==> config.mk <==
export PLATFORM = sky130hd
export DESIGN_NAME = branch_pred_ctrl
export DESIGN_NICKNAME = d
export VERILOG_FILES = /design/src/rtl/bpred_pkg.sv /design/src/rtl/bpred_table.sv /design/src/rtl/branch_pred_ctrl.sv
export SDC_FILE = /design/constraint.sdc
export NUM_CORES = 2
export LEC_CHECK = 0
export CORE_MARGIN = 2
export CORE_UTILIZATION = 27
export DETAILED_ROUTE_END_ITERATION = 8
export SYNTH_ARGS = -nofsm -noshare
export SYNTH_HDL_FRONTEND = slang
export SYNTH_SLANG_ARGS = --single-unit
==> constraint.sdc <==
create_clock -name clk -period 54 [get_ports clk]
set_clock_uncertainty 0.1 [all_clocks]
set_input_delay 13.5 -clock clk [delete_from_list [all_inputs] [get_ports clk]]
set_output_delay 13.5 -clock clk [all_outputs]
set_load 0.02 [all_outputs]
==> src/rtl/bpred_pkg.sv <==
// bpred_pkg: shared types and counter-init helpers for the branch predictor.
package bpred_pkg;
  localparam int MAX_TAG_BITS = 30;
  localparam int MAX_CTR_BITS = 4;
  typedef enum logic [1:0] {
    PCSRC_NONE   = 2'b00,
    PCSRC_BRANCH = 2'b01,
    PCSRC_PLUS4  = 2'b10,
    PCSRC_JUMP   = 2'b11
  } pcsrc_t;
  // Fields sized for the widest legal configuration; unused high bits stay zero.
  typedef struct packed {
    logic                    valid;
    logic [MAX_TAG_BITS-1:0] tag;
    logic [31:0]             target;
    logic [MAX_CTR_BITS-1:0] ctr;
  } bpred_entry_t;
  function automatic logic [MAX_CTR_BITS-1:0] ctr_reset(int cb);
    return MAX_CTR_BITS'((1 << (cb - 1)) - 1);
  endfunction
  function automatic logic [MAX_CTR_BITS-1:0] ctr_alloc(int cb);
    return MAX_CTR_BITS'(1 << (cb - 1));
  endfunction
  function automatic logic [MAX_CTR_BITS-1:0] ctr_max(int cb);
    return MAX_CTR_BITS'((1 << cb) - 1);
  endfunction
endpackage

==> src/rtl/bpred_table.sv <==
// bpred_table: direct-mapped predictor entry array, two async read ports, one sync write.
module bpred_table
  import bpred_pkg::*;
#(
  parameter int IDX_BITS = 4,
  parameter int CTR_BITS = 2
) (
  input  logic                clk,
  input  logic                rst,
  input  logic [IDX_BITS-1:0] i_idx_f,
  input  logic [IDX_BITS-1:0] i_idx_d,
  input  logic                i_we,
  input  bpred_entry_t        i_wdata,
  output bpred_entry_t        o_ent_f,
  output bpred_entry_t        o_ent_d
);
  localparam int DEPTH = 2 ** IDX_BITS;
  bpred_entry_t r_mem [DEPTH];
  always_ff @(posedge clk or posedge rst)
    if (rst) begin
      for (int i = 0; i < DEPTH; i++)
        r_mem[i] <= '{valid: 1'b0, tag: '0, target: '0, ctr: ctr_reset(CTR_BITS)};
    end else if (i_we) begin
      r_mem[i_idx_d] <= i_wdata;
    end
  assign o_ent_f = r_mem[i_idx_f];
  assign o_ent_d = r_mem[i_idx_d];
endmodule

==> src/rtl/branch_pred_ctrl.sv <==
// branch_pred_ctrl: fetch-stage BTB/counter predictor with decode-stage resolution.
// Statistics counters are built only when BPRED_STATS_EN is defined.
module branch_pred_ctrl
  import bpred_pkg::*;
#(
  parameter int IDX_BITS = 4,
  parameter int CTR_BITS = 2
) (
  input  logic        clk,
  input  logic        reset,
  input  logic [31:0] PCF,
  input  logic        StallD,
  input  logic        BranchD,
  input  logic        JumpD,
  input  logic        EqualD,
  input  logic [31:0] PCBranchD,
  input  logic [31:0] PCPlus4D,
  output logic        PredTakenF,
  output logic [31:0] PredTargetF,
  output logic [1:0]  PCSrcD,
  output logic        FlushD,
  output logic [31:0] BranchCnt,
  output logic [31:0] MissCnt
);
  localparam int TAG_BITS = 32 - IDX_BITS - 2;
  logic [IDX_BITS-1:0] w_idx_f, r_idx_d;
  logic [TAG_BITS-1:0] w_tag_f, r_tag_d;
  logic                r_pred_taken_d;
  logic [31:0]         r_pred_target_d;
  bpred_entry_t        w_ent_f, w_ent_d, w_wr_ent;
  logic                w_hit_d, w_resolve, w_miss, w_we, w_unused;
  pcsrc_t              w_pcsrc;
  assign w_idx_f = PCF[IDX_BITS+1:2];
  assign w_tag_f = PCF[31:IDX_BITS+2];
  assign w_unused = ^{PCF[1:0], PCPlus4D};
  bpred_table #(.IDX_BITS(IDX_BITS), .CTR_BITS(CTR_BITS)) u_table (
    .clk     (clk),
    .rst     (reset),
    .i_idx_f (w_idx_f),
    .i_idx_d (r_idx_d),
    .i_we    (w_we),
    .i_wdata (w_wr_ent),
    .o_ent_f (w_ent_f),
    .o_ent_d (w_ent_d)
  );
  // Counter MSB set is the same as counter >= half-scale.
  assign PredTakenF  = !reset && w_ent_f.valid && w_ent_f.tag == MAX_TAG_BITS'(w_tag_f)
                       && w_ent_f.ctr >= ctr_alloc(CTR_BITS);
  assign PredTargetF = PredTakenF ? w_ent_f.target : 32'h0;
  always_ff @(posedge clk or posedge reset)
    if (reset) begin
      r_pred_taken_d  <= 1'b0;
      r_pred_target_d <= '0;
      r_idx_d         <= '0;
      r_tag_d         <= '0;
    end else if (!StallD) begin
      r_pred_taken_d  <= FlushD ? 1'b0 : PredTakenF;
      r_pred_target_d <= FlushD ? '0 : PredTargetF;
      r_idx_d         <= FlushD ? '0 : w_idx_f;
      r_tag_d         <= FlushD ? '0 : w_tag_f;
    end
  assign w_miss = BranchD && !JumpD && (r_pred_taken_d != EqualD ||
                  (r_pred_taken_d && EqualD && r_pred_target_d != PCBranchD));
  assign w_pcsrc = reset ? PCSRC_NONE : JumpD ? PCSRC_JUMP : !w_miss ? PCSRC_NONE :
                   (r_pred_taken_d && !EqualD) ? PCSRC_PLUS4 : PCSRC_BRANCH;
  assign PCSrcD = w_pcsrc;
  assign FlushD = !reset && (JumpD || w_miss);
  assign w_resolve = BranchD && !JumpD && !StallD;
  assign w_hit_d   = w_ent_d.valid && w_ent_d.tag == MAX_TAG_BITS'(r_tag_d);
  // A not-taken branch that misses the table leaves the entry untouched.
  assign w_we      = w_resolve && (w_hit_d || EqualD);
  always_comb begin
    w_wr_ent = w_ent_d;
    if (w_hit_d) begin
      w_wr_ent.ctr = EqualD ? (w_ent_d.ctr == ctr_max(CTR_BITS) ? w_ent_d.ctr : w_ent_d.ctr + 1'b1)
                            : (w_ent_d.ctr == '0 ? w_ent_d.ctr : w_ent_d.ctr - 1'b1);
      w_wr_ent.target = EqualD ? PCBranchD : w_ent_d.target;
    end else begin
      w_wr_ent = '{valid: 1'b1, tag: MAX_TAG_BITS'(r_tag_d), target: PCBranchD,
                   ctr: ctr_alloc(CTR_BITS)};
    end
  end
`ifdef BPRED_STATS_EN
  logic [31:0] r_branch_cnt, r_miss_cnt;
  always_ff @(posedge clk or posedge reset)
    if (reset) begin
      r_branch_cnt <= '0;
      r_miss_cnt   <= '0;
    end else if (w_resolve) begin
      r_branch_cnt <= &r_branch_cnt ? r_branch_cnt : r_branch_cnt + 32'd1;
      r_miss_cnt   <= (w_miss && !(&r_miss_cnt)) ? r_miss_cnt + 32'd1 : r_miss_cnt;
    end
  assign BranchCnt = r_branch_cnt;
  assign MissCnt   = r_miss_cnt;
`else
  assign BranchCnt = 32'h0;
  assign MissCnt   = 32'h0;
`endif
endmodule

==> impl_results.md <==
- Dominant cell by count in the synthesized netlist: dfrtp_1
- Via count of the first global-routing pass: roughly 40000
- Initial antenna violation count: 19
- Part of the cycle the worst path needs: about three fifths
- Reg clk slew, reported paths: roughly 60 ps
- Syn_area_per_cell: 15.1 um2
- Worst setup path class: in -> out
- Post-route total power: about 2200 uW
- First-pass DRT Iterations: 5
- Finished layout cell area: 69100 um2
- 1st-iter DRT viols: 3068
- CP Max Fanout: 47
- Relative slew slack: 21.6%
- Cell type of the slowest stage on the worst timing path: buf_4
- Sum of net half-perimeters after detailed placement: 107000 um
- Placement Cell Area: 65200 um2
- Maximum clock insertion buffer count: 3
- Number of instances in the synthesized netlist: 4090
- Final critical delay including setup and external delays: 32570 ps
- Critical Path Sink Type: primary output
- CP arrival: 18970 ps
- H-tree lvl count: 3
- Count of instances resized after the clock tree is built: 0
- Classification of the worst-slack hold path: reg -> reg
- Area share of the largest cell type after synthesis: 45.3%
- Share of synthesized cell area in full adder, half adder and majority cells: 0.101%
- Cell type contributing the most total cell area after synthesis: dfrtp_1
- GR Overflow Total: 0
- Crit path largest cell delay: roughly 760 ps
- Summed instance area of the synthesized netlist: 61900 um2
- Synth Area in Simple Gates: 3.53%
- RSZ-0062 raised after global routing: false
- Hold violation count in the final report: 0
- Total number of nets in the final design: 4113
- Fraction of the mapped netlist area in compound gates: between 3 and 4%
- Main combinational cell family by area after synthesis: multiplexers
- Routed len/inst: 25.9 um
- Max-cap check violation count: 0
- Post-synth EDFFs: 0
- Most area-consuming cells after synthesis: dfrtp_1 45%, mux4_2 20%, mux2_2 13%, mux2_4 4.8%, mux2_1 2.0%
- Final weighted congestion of routability-driven global placement: 0.840
- First-pass GRT wire length: 274000 um
- Static power due to leakage: 0.0314 uW
- Power density cells: approximately 32 nW/um2
- FP Rows: 175
- Sink count of the clock tree: 1135
- Xor/xnor cell area share of the yosys netlist: 1.13%
- Setup total negative slack: 0 ps
- Root buffer cell: clkbuf_16
- Data required, critical path: 40400 ps
- Die Height: 483 um
- Die outline area: roughly 230000 um2
- Number of DRC violations after detailed routing: 0
- Run status: finished clean
- Average vias per placed instance: 5.24
- Share of cells above drive strength 1: a little over two fifths
- Wire length reported by the detailed router: 184000 um
- Remaining antenna violation count after routing: 0
- Clock tree from TritonCTS: built
- Most frequent cells after synthesis: 1119 x dfrtp_1, 717 x mux2_2, 550 x mux4_2
- Final Max Slew Viols: 0
- Maximum number of pins on one net before global-route repair: 144
- Portion of netlist area occupied by mux cells: 41.7%
- Boundary Pins: slightly above 200
- Post-synthesis to final-layout area growth: 11.7%
- Actual slew at the worst max-slew pin: roughly 1200 ps
- Initial core utilization: 27.2%
- Std-Cell Core Area: between 200000 and 250000 um2
- Crit path buffers/inverters: 4
- Distinct cell type count after synthesis: just under 80
- Crit path cell chain: buf_8 > buf_4 > mux4_2 > mux4_2 > xor2_1 > nor4_1 > nand4_1 > or4_2 > buf_4 > nor2b_1 > clkdlybuf4s50_1
- Sequential share of the synthesized area: 45.9%
- Yosys warns: 0
- Post-CTS setup buffers: 0
- FFs w/ async S/R, synth: between 90% and 100%
- Die width: approximately 480 um
- Most used DFF post-synth: dfrtp_1
- Total via count in the routed design: 37300
- Family with the most delay on the worst path: buffers and inverters
- Number of clock buffers inserted by TritonCTS: 116
- Final standard cell utilization of the core: between 30% and 40%
- Latest clock arrival within the worst-skew pair: 760 ps
- Nature of the critical path startpoint: input pin
- Port bufs: around 100
- Overall global routing resource usage: 15.7%
- Count of hold buffers inserted by post-cts repair: 0
- FMAX: 30.7 MHz
- Count of final setup violators: 0
- Flip-flop and latch count after synthesis: 1135
- Worst ir drop on vdd: 0.0274 mV
-- routing by layer --
metal  vias to the layer above  routed length, um  share of wire (%)  track usage (%)
met3                       273              11400                6.2             3.25
met2                      1158              85400                 46             24.7
met1                     20500              82900                 45             22.1
met4                         8               4280                2.3             3.76
li1                      15300                  -                  -                -
met5                         -                 50              0.027                0
-- layout make-up --
cell class	instances	area, um2
Fill cell	22300	158000
Clock inverter	41	459
Antenna cell	1	2.50
Timing Repair Buffer	188	1720
Clock buffer	172	3480
Multi-Input combinational cell	2500	31000
Inverter	65	250
Tap cell	3009	3760
Sequential cell	1135	28400
-- path summary, 6_finish.rpt --
| check | start | to | slack, ps | cells past startpoint |
|---|---|---|---|---|
| worst max-delay path | PCF[2] | PredTargetF[30] | 21430 | 11 |
| worst min-delay path | u_table.r_mem[268]$_DFFE_PP1P_ | u_table.r_mem[268]$_DFFE_PP1P_ | 370 | 2 |
| worst max register to register | r_idx_d[0]$_DFFE_PP0N_ | u_table.r_mem[813]$_DFFE_PP0P_ | 46640 | 14 |
| worst min register to register | u_table.r_mem[268]$_DFFE_PP1P_ | u_table.r_mem[268]$_DFFE_PP1P_ | 370 | 2 |
| max in group asynchronous | reset | u_table.r_mem[13]$_DFFE_PP0P_ | 36160 | 7 |
| min in group asynchronous | reset | u_table.r_mem[308]$_DFFE_PP0P_ | 13760 | 3 |
-- worst register-to-register path, delay by kind of cell, from the launching register on --
family,cells,cell delay (ps)
flip-flops,1,650
AO/OA/AOI/OAI,4,1090
buffers and inverters,5,3020
AND/OR/NAND/NOR,3,1260
multiplexers,2,1140
-- cells by family (layout without fill, tap and decap cells) --
group,Yosys count,after routing
AO/OA/AOI/OAI,258,258
XOR/XNOR,80,80
adder cells (fa/ha/maj),5,5
buffers and inverters,518,466
flip-flops,1135,1135
multiplexers,1686,1686
other,1,65
AND/OR/NAND/NOR,407,407
-- power breakdown --
group          internal, uW  leakage (uW)  switching (uW)
logic                   186        0.0141             165
clock network           482       0.00196             358
registers               927        0.0154            68.5
total                  1590        0.0314             591
-- state kept, by name, summed over array words and instances, names as in the netlist --
name and cells:
r_idx_d 4, r_pred_taken_d 1, r_pred_target_d 32, r_tag_d 26
u_table.r_mem 1072
-- metrics by stage --
step / worst slack, ps / hold WS (ps) / std cells
2_1_floorplan: 6880 / 343 / 4153
3_3_place_gp: 21220 / 359 / 6897
3_5_place_dp: 21200 / 361 / 6897
4_1_cts: 21190 / 372 / 7110
5_1_grt: 21040 / 384 / 7110
6_report: 21430 / 369 / 7111
-- placed cells by master, fill, tap and decap left out, types with 25 or more instances in the layout --
master / synthesis / routed
inv_1: 64 / 62
xor2_1: 62 / 62
nor2_1: 50 / 50
and2_1: 68 / 68
clkdlybuf4s50_1: 0 / 97
mux2_4: 198 / 198
mux2_1: 110 / 110
mux4_2: 550 / 550
a22o_1: 34 / 34
a21oi_1: 25 / 25
nand2_1: 108 / 108
mux2_2: 717 / 717
o21ai_0: 51 / 51
dfrtp_1: 1119 / 1115
nor2b_1: 41 / 41
mux2i_1: 111 / 111
conb_1: 1 / 64
buf_4: 98 / 82
clkbuf_8: 0 / 32
nor3_1: 31 / 31
clkbuf_16: 0 / 118
Power figures use the tool's default switching activity.
